==> config.mk <==
export PLATFORM = sky130hd
export DESIGN_NAME = example_mul_rr_arb
export DESIGN_NICKNAME = d
export VERILOG_FILES = /design/src/rtl/example_mul_pkg.sv /design/src/rtl/example_mul_dsp_core.sv /design/src/rtl/example_mul_rr_arb.sv
export SDC_FILE = /design/constraint.sdc
export NUM_CORES = 1
export LEC_CHECK = 0
export BUFFER_PORTS_ARGS = -buffer_cell sky130_fd_sc_hd__buf_4
export CORE_MARGIN = 2
export CORE_UTILIZATION = 36
export CTS_BUF_LIST = sky130_fd_sc_hd__clkbuf_16
export CTS_CLUSTER_DIAMETER = 200
export CTS_CLUSTER_SIZE = 20
export DETAILED_ROUTE_END_ITERATION = 10
export SLEW_MARGIN = 20
export SYNTH_ARGS = -nofsm -noshare
export SYNTH_HDL_FRONTEND = slang
export SYNTH_SLANG_ARGS = --single-unit
export TNS_END_PERCENT = 20
==> constraint.sdc <==
create_clock -name ap_clk -period 11.28 [get_ports ap_clk]
set_input_delay 0 -clock ap_clk [delete_from_list [all_inputs] [get_ports ap_clk]]
set_output_delay 0 -clock ap_clk [all_outputs]
set_load 0.02 [all_outputs]
==> src/rtl/example_mul_pkg.sv <==
// Shared widths and payload types for the arbitrated shared-multiplier block.
package example_mul_pkg;

    localparam int unsigned A_W     = 6;
    localparam int unsigned B_W     = 14;
    localparam int unsigned P_W     = 20;
    localparam int unsigned OPCNT_W = 16;

    typedef struct packed {
        logic signed [A_W-1:0] a;
        logic signed [B_W-1:0] b;
    } operand_t;

endpackage

==> src/rtl/example_mul_dsp_core.sv <==
// Combinational signed A_W x B_W multiplier producing a full-precision P_W result.
module example_mul_dsp_core
    import example_mul_pkg::*;
(
    input  logic signed [A_W-1:0] a,
    input  logic signed [B_W-1:0] b,
    output logic signed [P_W-1:0] p
);

    logic signed [P_W-1:0] a_ext;
    logic signed [P_W-1:0] b_ext;

    // P_W covers A_W+B_W, so the low P_W bits of the extended product are exact.
    assign a_ext = {{(P_W-A_W){a[A_W-1]}}, a};
    assign b_ext = {{(P_W-B_W){b[B_W-1]}}, b};
    assign p     = a_ext * b_ext;

endmodule

==> src/rtl/example_mul_rr_arb.sv <==
// Round-robin arbiter sharing one signed multiplier across NUM_REQ requesters, 2-stage pipeline.
module example_mul_rr_arb
    import example_mul_pkg::*;
#(
    parameter int unsigned NUM_REQ = 4,
    parameter int unsigned ID_W    = 2
) (
    input  logic                     ap_clk,
    input  logic                     ap_rst,
    input  logic [NUM_REQ-1:0]       req_valid,
    output logic [NUM_REQ-1:0]       req_ready,
    input  logic [NUM_REQ*A_W-1:0]   req_a,
    input  logic [NUM_REQ*B_W-1:0]   req_b,
    output logic                     res_valid,
    input  logic                     res_ready,
    output logic [P_W-1:0]           res_p,
    output logic [ID_W-1:0]          res_id,
    output logic                     busy,
    output logic [OPCNT_W-1:0]       op_count
);

    logic              en;
    logic              any_valid;
    logic              accept;
    logic [ID_W-1:0]   rr_ptr;
    logic [ID_W-1:0]   grant;
    logic [ID_W-1:0]   ptr_next;
    operand_t          sel_op;

    logic              s1_valid;
    operand_t          s1_op;
    logic [ID_W-1:0]   s1_id;
    logic              s2_valid;
    logic signed [P_W-1:0] prod;

    // Scan from the highest offset down so the requester nearest rr_ptr wins.
    always_comb begin
        int unsigned idx;
        grant     = '0;
        any_valid = 1'b0;
        idx       = 0;
        for (int k = int'(NUM_REQ) - 1; k >= 0; k--) begin
            idx = int'(rr_ptr) + k;
            if (idx >= NUM_REQ) begin
                idx = idx - NUM_REQ;
            end
            if (req_valid[ID_W'(idx)]) begin
                grant     = ID_W'(idx);
                any_valid = 1'b1;
            end
        end
    end

    assign en       = !s2_valid || res_ready;
    assign accept   = en && any_valid && !ap_rst;
    assign ptr_next = (grant == ID_W'(NUM_REQ - 1)) ? '0 : grant + ID_W'(1);

    always_comb begin
        req_ready = '0;
        if (accept) begin
            req_ready[grant] = 1'b1;
        end
    end

    always_comb begin
        sel_op.a = req_a[int'(grant)*A_W +: A_W];
        sel_op.b = req_b[int'(grant)*B_W +: B_W];
    end

    example_mul_dsp_core u_core (
        .a (s1_op.a),
        .b (s1_op.b),
        .p (prod)
    );

    // Pipeline, pointer and handshake counter; everything but op_count freezes on stall.
    always_ff @(posedge ap_clk) begin
        if (ap_rst) begin
            s1_valid <= 1'b0;
            s1_op    <= '0;
            s1_id    <= '0;
            s2_valid <= 1'b0;
            res_p    <= '0;
            res_id   <= '0;
            rr_ptr   <= '0;
            op_count <= '0;
        end else begin
            if (en) begin
                s1_valid <= accept;
                if (accept) begin
                    s1_op <= sel_op;
                    s1_id <= grant;
                end
                s2_valid <= s1_valid;
                if (s1_valid) begin
                    res_p  <= prod;
                    res_id <= s1_id;
                end
            end
            if (accept) begin
                rr_ptr <= ptr_next;
            end
            if (s2_valid && res_ready && (op_count != '1)) begin
                op_count <= op_count + OPCNT_W'(1);
            end
        end
    end

    assign res_valid = s2_valid;
    assign busy      = s1_valid || s2_valid;

endmodule

==> results of run 1 <==
==> cells by family (layout without fill, tap and decap cells) <==
kind of cell	Yosys count	in the layout
AND/OR/NAND/NOR	240	240
AO/OA/AOI/OAI	102	102
adder cells (fa/ha/maj)	100	100
buffers and inverters	87	239
flip-flops	64	64
multiplexers	45	45
XOR/XNOR	24	24
==> repair_timing <==
| action | 4_1_cts | 5_1_grt |
|---|---|---|
| endpoints found under the hold margin | 15 | 0 |
| resized for setup | 0 | 0 |
| hold buffers | 33 | 0 |
==> layout by cell type (no fill, tap or decap), types with 3 or more instances in the layout <==
| cell type | n |
|---|---|
| a21o_1 | 7 |
| a21oi_1 | 35 |
| a31oi_1 | 4 |
| and2_1 | 61 |
| and3_1 | 3 |
| buf_4 | 132 |
| clkbuf_16 | 9 |
| clkinv_2 | 3 |
| dfxtp_1 | 64 |
| dlygate4sd3_1 | 33 |
| fa_1 | 58 |
| ha_1 | 42 |
| inv_1 | 59 |
| mux2i_1 | 44 |
| nand2_1 | 87 |
| nand2b_1 | 5 |
| nand3_1 | 8 |
| nand4_1 | 5 |
| nor2_1 | 33 |
| nor2b_1 | 13 |
| nor3_1 | 5 |
| o211ai_1 | 3 |
| o21a_1 | 3 |
| o21ai_0 | 10 |
| o221ai_1 | 20 |
| o22ai_1 | 3 |
| o31ai_1 | 4 |
| or3_1 | 6 |
| xnor2_1 | 9 |
| xor2_1 | 15 |
==> where the power goes <==
| group | internal, mW | switching (mW) |
|---|---|---|
| sequential | 0.260 | 0.0511 |
| clock | 0.169 | 0.0986 |
| combinational | 0.264 | 0.313 |
| total | 0.694 | 0.463 |
==> tightest hold or removal path: stages <==
cell      delay [ns]
buf_4           0.08
mux2i_1         0.06
o221ai_1        0.16
==> Yosys cell counts (6+ instances only) <==
master / instances
dfxtp_1: 64
nand3_1: 8
fa_1: 58
clkbuf_1: 12
nor2b_1: 13
and2_1: 61
buf_2: 10
a21oi_1: 36
o221ai_1: 20
xor2_1: 15
a21o_1: 7
or3_1: 6
xnor2_1: 9
nand2_1: 87
ha_1: 42
inv_1: 59
mux2i_1: 44
nor2_1: 33
o21ai_0: 10
==> flip-flops by register name (all words and copies together), names as in the netlist <==
name and cells:
op_count 16, res_id 2, res_p 20, res_valid 1
rr_ptr 2, s1_id 2, s1_op 20, s1_valid 1
==> layout make-up <==
class	count	area, µm²	share of cell area [%]
multi-input cells	511	4303	56.00
clock buffers	9	225.2	2.931
flip-flops and latches	64	1281	16.67
clock inverters	6	61.31	0.7979
inverters	59	221.5	2.882
well taps	216	270.3	3.517
repair buffers	165	1321	17.20
==> through the flow <==
step / cells / worst slack (ns) / hold WS (ns)
after floorplan: 662 / 6.980 / 0.1882
after global placement: 982 / 6.653 / 0.3262
after detailed placement: 982 / 6.492 / 0.3190
after CTS: 1030 / 6.477 / 0.0004642
after global routing: 1030 / 6.172 / 0.01921
final: 1030 / 6.509 / 0.01128
==> per-layer routing <==
layer | wire length [µm] | part of all wire [%] | global-route usage (%)
met5 | 0 | 0 | 0
met4 | 342 | 2.2 | 5.854
met3 | 952 | 6.3 | 4.598
met2 | 7006 | 46 | 28.79
met1 | 6926 | 45 | 23.76
==> worst paths after layout <==
check             startpoint         to  slack [ns]  cells after the start
hold / removal     req_b[20]   s1_op[6]        0.01                      3
setup / recovery   s1_op[19]  res_p[16]        6.51                     14
setup reg to reg   s1_op[19]  res_p[16]        6.51                     14
hold reg to reg     s1_id[1]   s1_id[1]        0.45                      2
==> summary.txt, run 1 <==
Post-Synth Simple-Gate Area - 20.71%
Synth top area share - 21.55%
Setup-failing EPs final - 0
filler cell count - 1,531
final core occ - 48.02%
core area - 0.01600 mm²
DRC viols - 0
Tcrit/Tclk final - 42.30%
DR iter-0 viols - 325
Worst Path Arrival - 5.03 ns
CP peak stage delay - 0.66 ns
DIE AREA - 0.01756 mm²
Slew Viols, Final - 0
Die Y - 132.5 µm
status - completed
RSZ-0062 raised after global routing - no
share of cells above drive strength 1 - 19.66%
cell taking the most area after synthesis - dfxtp_1
number of global-route vias before repair - 5,273
worst vdd ir - 0.06765 mV
Critical Path RT - 11.54 ns
Max Clock Skew - 0.008692 ns
overall power - 1.157 mW
routed vias - 5,061
first-pass GRT wire length - 26.18 mm
worst slew pin tran - 0.7473 ns
WL final - 15.23 mm
post-DR wirelength/cell - 14.78 µm
Post-CTS Setup Bufs - 0
GRT overflow - 0
Post-Synth XOR/XNOR Area - 3.535%
synth top area cells - dfxtp_1 (22%), fa_1 (20%), ha_1 (8.8%)
synth unique cells - 54
CTS tree - done
WP buf/inv - 2
cell mode on critical path - fa_1
DP Area - 0.007067 mm²
Root Driver - clkbuf_16
I/O Pins - 131
ys async rst share - 0%
Worst setup EP type - flop
Setup crit start kind - flop
#FFs+latches synth - 64
GR Util All Layers - 17.98%
Port Buffers - 130
CTS Buf Count - 9
CP delay by family, top - adder cells
slew margin rel. - 50.18%
Syn. warnings - 0
Hold Crit Class - in2reg
Seq/Total Area, Yosys - 21.55%
crit path time final - 4.771 ns
Worst Path Max Fanout - 16
drt pass-1 iters - 4
Worst-Skew Late Latency - 0.33 ns
nets@finish - 997
post-synthesis cell area - 0.005946 mm²
worst-path cell chain - nand2b_1, fa_1, fa_1, inv_1, fa_1, fa_1, inv_1, fa_1, nor2b_1, o2111ai_1, and4b_1, o31ai_1, o211ai_1, a21oi_1
main combinational cell family by area after synthesis - adder cells
Worst path slowest cell - dfxtp_1
Gate Count Post-Synth - 662
max_cap viols - 0
Routed Antenna Nets - 0
clk sink count - 64
Rows - 46
syn nets - 849
Sum Neg Setup Slack - 0 ns
largest net degree at the start of global routing - 46
final instance area - 0.007684 mm²
Synth Area in Compound Gates - 11.97%
GPL Wtd Cong - 0.8534
Post-synth EDFFs - 0
PD cells - 150.5 mW/mm²
H-tree depth - 3
Syn-to-layout area delta - 29.23%
Synth Area in Adders - 28.37%
Static Leak - 3.707 nW
syn_area_per_cell - 8.981 µm²
initial antenna violation count - 0
Antenna Cells - 0
final hold violation count - 0
Primary FF master, synth - dfxtp_1
fmax - 209.6 MHz
CTS clk-pin slew, worst paths - 0.06 ns
CP Class - reg2reg
vias per cell - 4.914
Clock Path Buffers - 2
mux contribution to synthesized area - 7.597%
chip width - 132.5 µm
Starting Density - 37.16%
Post-DP HPWL - 11.66 mm
Note: power is estimated with default switching activity, not from simulation.
==> run 2: changes to the inputs <==
==> constraint.sdc (replaced) <==
create_clock -name ap_clk -period 4.1 [get_ports ap_clk]
set_input_delay 0 -clock ap_clk [delete_from_list [all_inputs] [get_ports ap_clk]]
set_output_delay 0 -clock ap_clk [all_outputs]
set_load 0.02 [all_outputs]
==> run 2 against run 1 <==
- the flow now finishes with violations (negative hold slack, negative setup slack)
- critical path depth up 1
- cell area up 8.4%
- setup slack worse by 6.5 ns
==> summary.txt, run 2 (same netlist as run 1, synthesis figures left out) <==
status - finished with violations
failing checks - negative hold slack, negative setup slack
overall power - 3.661 mW
I/O Pins - 131
Worst-Skew Late Latency - 0.34 ns
Static Leak - 3.942 nW
post-DR wirelength/cell - 15.04 µm
Tcrit/Tclk final - 100.9%
GPL Wtd Cong - 0.8828
GRT overflow - 0
DIE AREA - 0.01756 mm²
worst vdd ir - 0.2292 mV
Worst Path Arrival - 4.40 ns
PD cells - 439.3 mW/mm²
clk sink count - 64
Sum Neg Setup Slack - -0.03751 ns
most frequent cells in the layout - buf_4 (185), nand2_1 (86), and2_1 (57), fa_1 (57), dfxtp_1 (56)
slew margin rel. - 48.31%
CTS Buf Count - 9
GR Util All Layers - 18.28%
Port Buffers - 130
CP Class - reg2reg
Clock Path Buffers - 2
Worst setup EP type - flop
CTS clk-pin slew, worst paths - 0.06 ns
Setup crit start kind - flop
DR iter-0 viols - 325
FF-to-FF setup slack - -0.04 ns
pre-CTS setup slack - -0.1364 ns
share of cells above drive strength 1 - 31.71%
Hold Crit Class - in2reg
RSZ-0062 raised after global routing - yes
placed insts - 1,034
worst slew pin tran - 0.7753 ns
DRC viols - 0
WL final - 16.19 mm
chip width - 132.5 µm
H-tree depth - 3
commonest non-fill, non-tap cell in the layout - buf_4
first-pass GRT wire length - 26.72 mm
initial antenna violation count - 0
worst setup margin - -0.03751 ns
Largest regs - res_p (20), s1_op (20), op_count (16)
CTS tree - done
Critical Path RT - 4.37 ns
fmax - 241.7 MHz
Setup-failing EPs final - 1
Routed Antenna Nets - 0
Post-DP HPWL - 12.58 mm
drt pass-1 iters - 4
Syn-to-layout area delta - 40.13%
largest net degree at the start of global routing - 46
Layout Cells excl Fill - 1,077
routed vias - 5,316
Worst Path Max Fanout - 3
Die Y - 132.5 µm
Root Driver - clkbuf_16
Antenna Cells - 0
final hold violation count - 1
crit path time final - 4.138 ns
Slew Viols, Final - 0
final core occ - 52.07%
vias per cell - 4.936
core area - 0.01600 mm²
number of global-route vias before repair - 5,555
Starting Density - 37.16%
max_cap viols - 0
nets@finish - 1,043
worst hold slack - -0.001884 ns
Max Clock Skew - 0.009923 ns
Rows - 46
[run 2: cell types whose count changed in the layout (fill, tap and decap cells not counted), sizes merged]
cell / change
buf: +58
dlygate4sd3: -12
inv: +1
[run 2: routing by layer]
layer	wire (µm)	global-route usage [%]	part of all wire (%)	up-vias
li1	-	-	-	2619
met1	7006	22.88	43	2545
met2	7943	31.09	49	141
met3	1075	6.054	6.6	11
met4	169	3.166	1.0	0
met5	0	0	0	-
[run 2: path summary, 6_finish.rpt]
check                                from         to  cells after the start
worst max-delay path            s1_op[16]  res_p[16]                     15
worst min-delay path            req_b[30]   s1_op[2]                      3
worst max register to register  s1_op[16]  res_p[16]                     15
worst min register to register   res_p[8]   res_p[8]                      2
[run 2: where the power goes]
part	internal, mW	total (mW)	switching [mW]
registers	0.721	0.817	0.0956
clock network	0.464	0.745	0.280
logic	1.03	2.10	1.07
[run 2: cell type report]
cell class	instances	area [µm²]
Clock buffer	9	225.2
Clock inverter	7	63.81
Fill cell	1478	7669
Multi-Input combinational cell	511	4597
Sequential cell	64	1299
Timing Repair Buffer	211	1655
Inverter	59	221.5
Tap cell	216	270.3
[run 2: repair_timing]
action | 4_1_cts | 5_1_grt
setup buffers | 3 | 3
endpoints found under the setup margin | 7 | 12
hold buffers | 21 | 0
pin swaps | 10 | 35
gates resized for setup | 14 | 53
endpoints found under the hold margin | 10 | 0
[run 2: stage by stage]
stage / hold WS (ns) / instance area, µm²
final: -0.001884 / 8332
after global routing: 0.02927 / 8332
after CTS: 0.0004647 / 8019
after detailed placement: 0.3016 / 7463
after global placement: 0.3222 / 7463
after floorplan: 0.1882 / 5966
[run 2: critical path: stages, from the launching register on]
cell and delay (ns):
dfxtp_2 0.31, and2_4 0.15, fa_1 0.54, inv_1 0.05, fa_1 0.48, inv_1 0.06
fa_1 0.45, fa_1 0.54, inv_2 0.05, fa_2 0.35, nor2b_2 0.17, o2111ai_2 0.14
and4b_2 0.28, o31ai_1 0.20, o211ai_1 0.13, a21oi_1 0.16
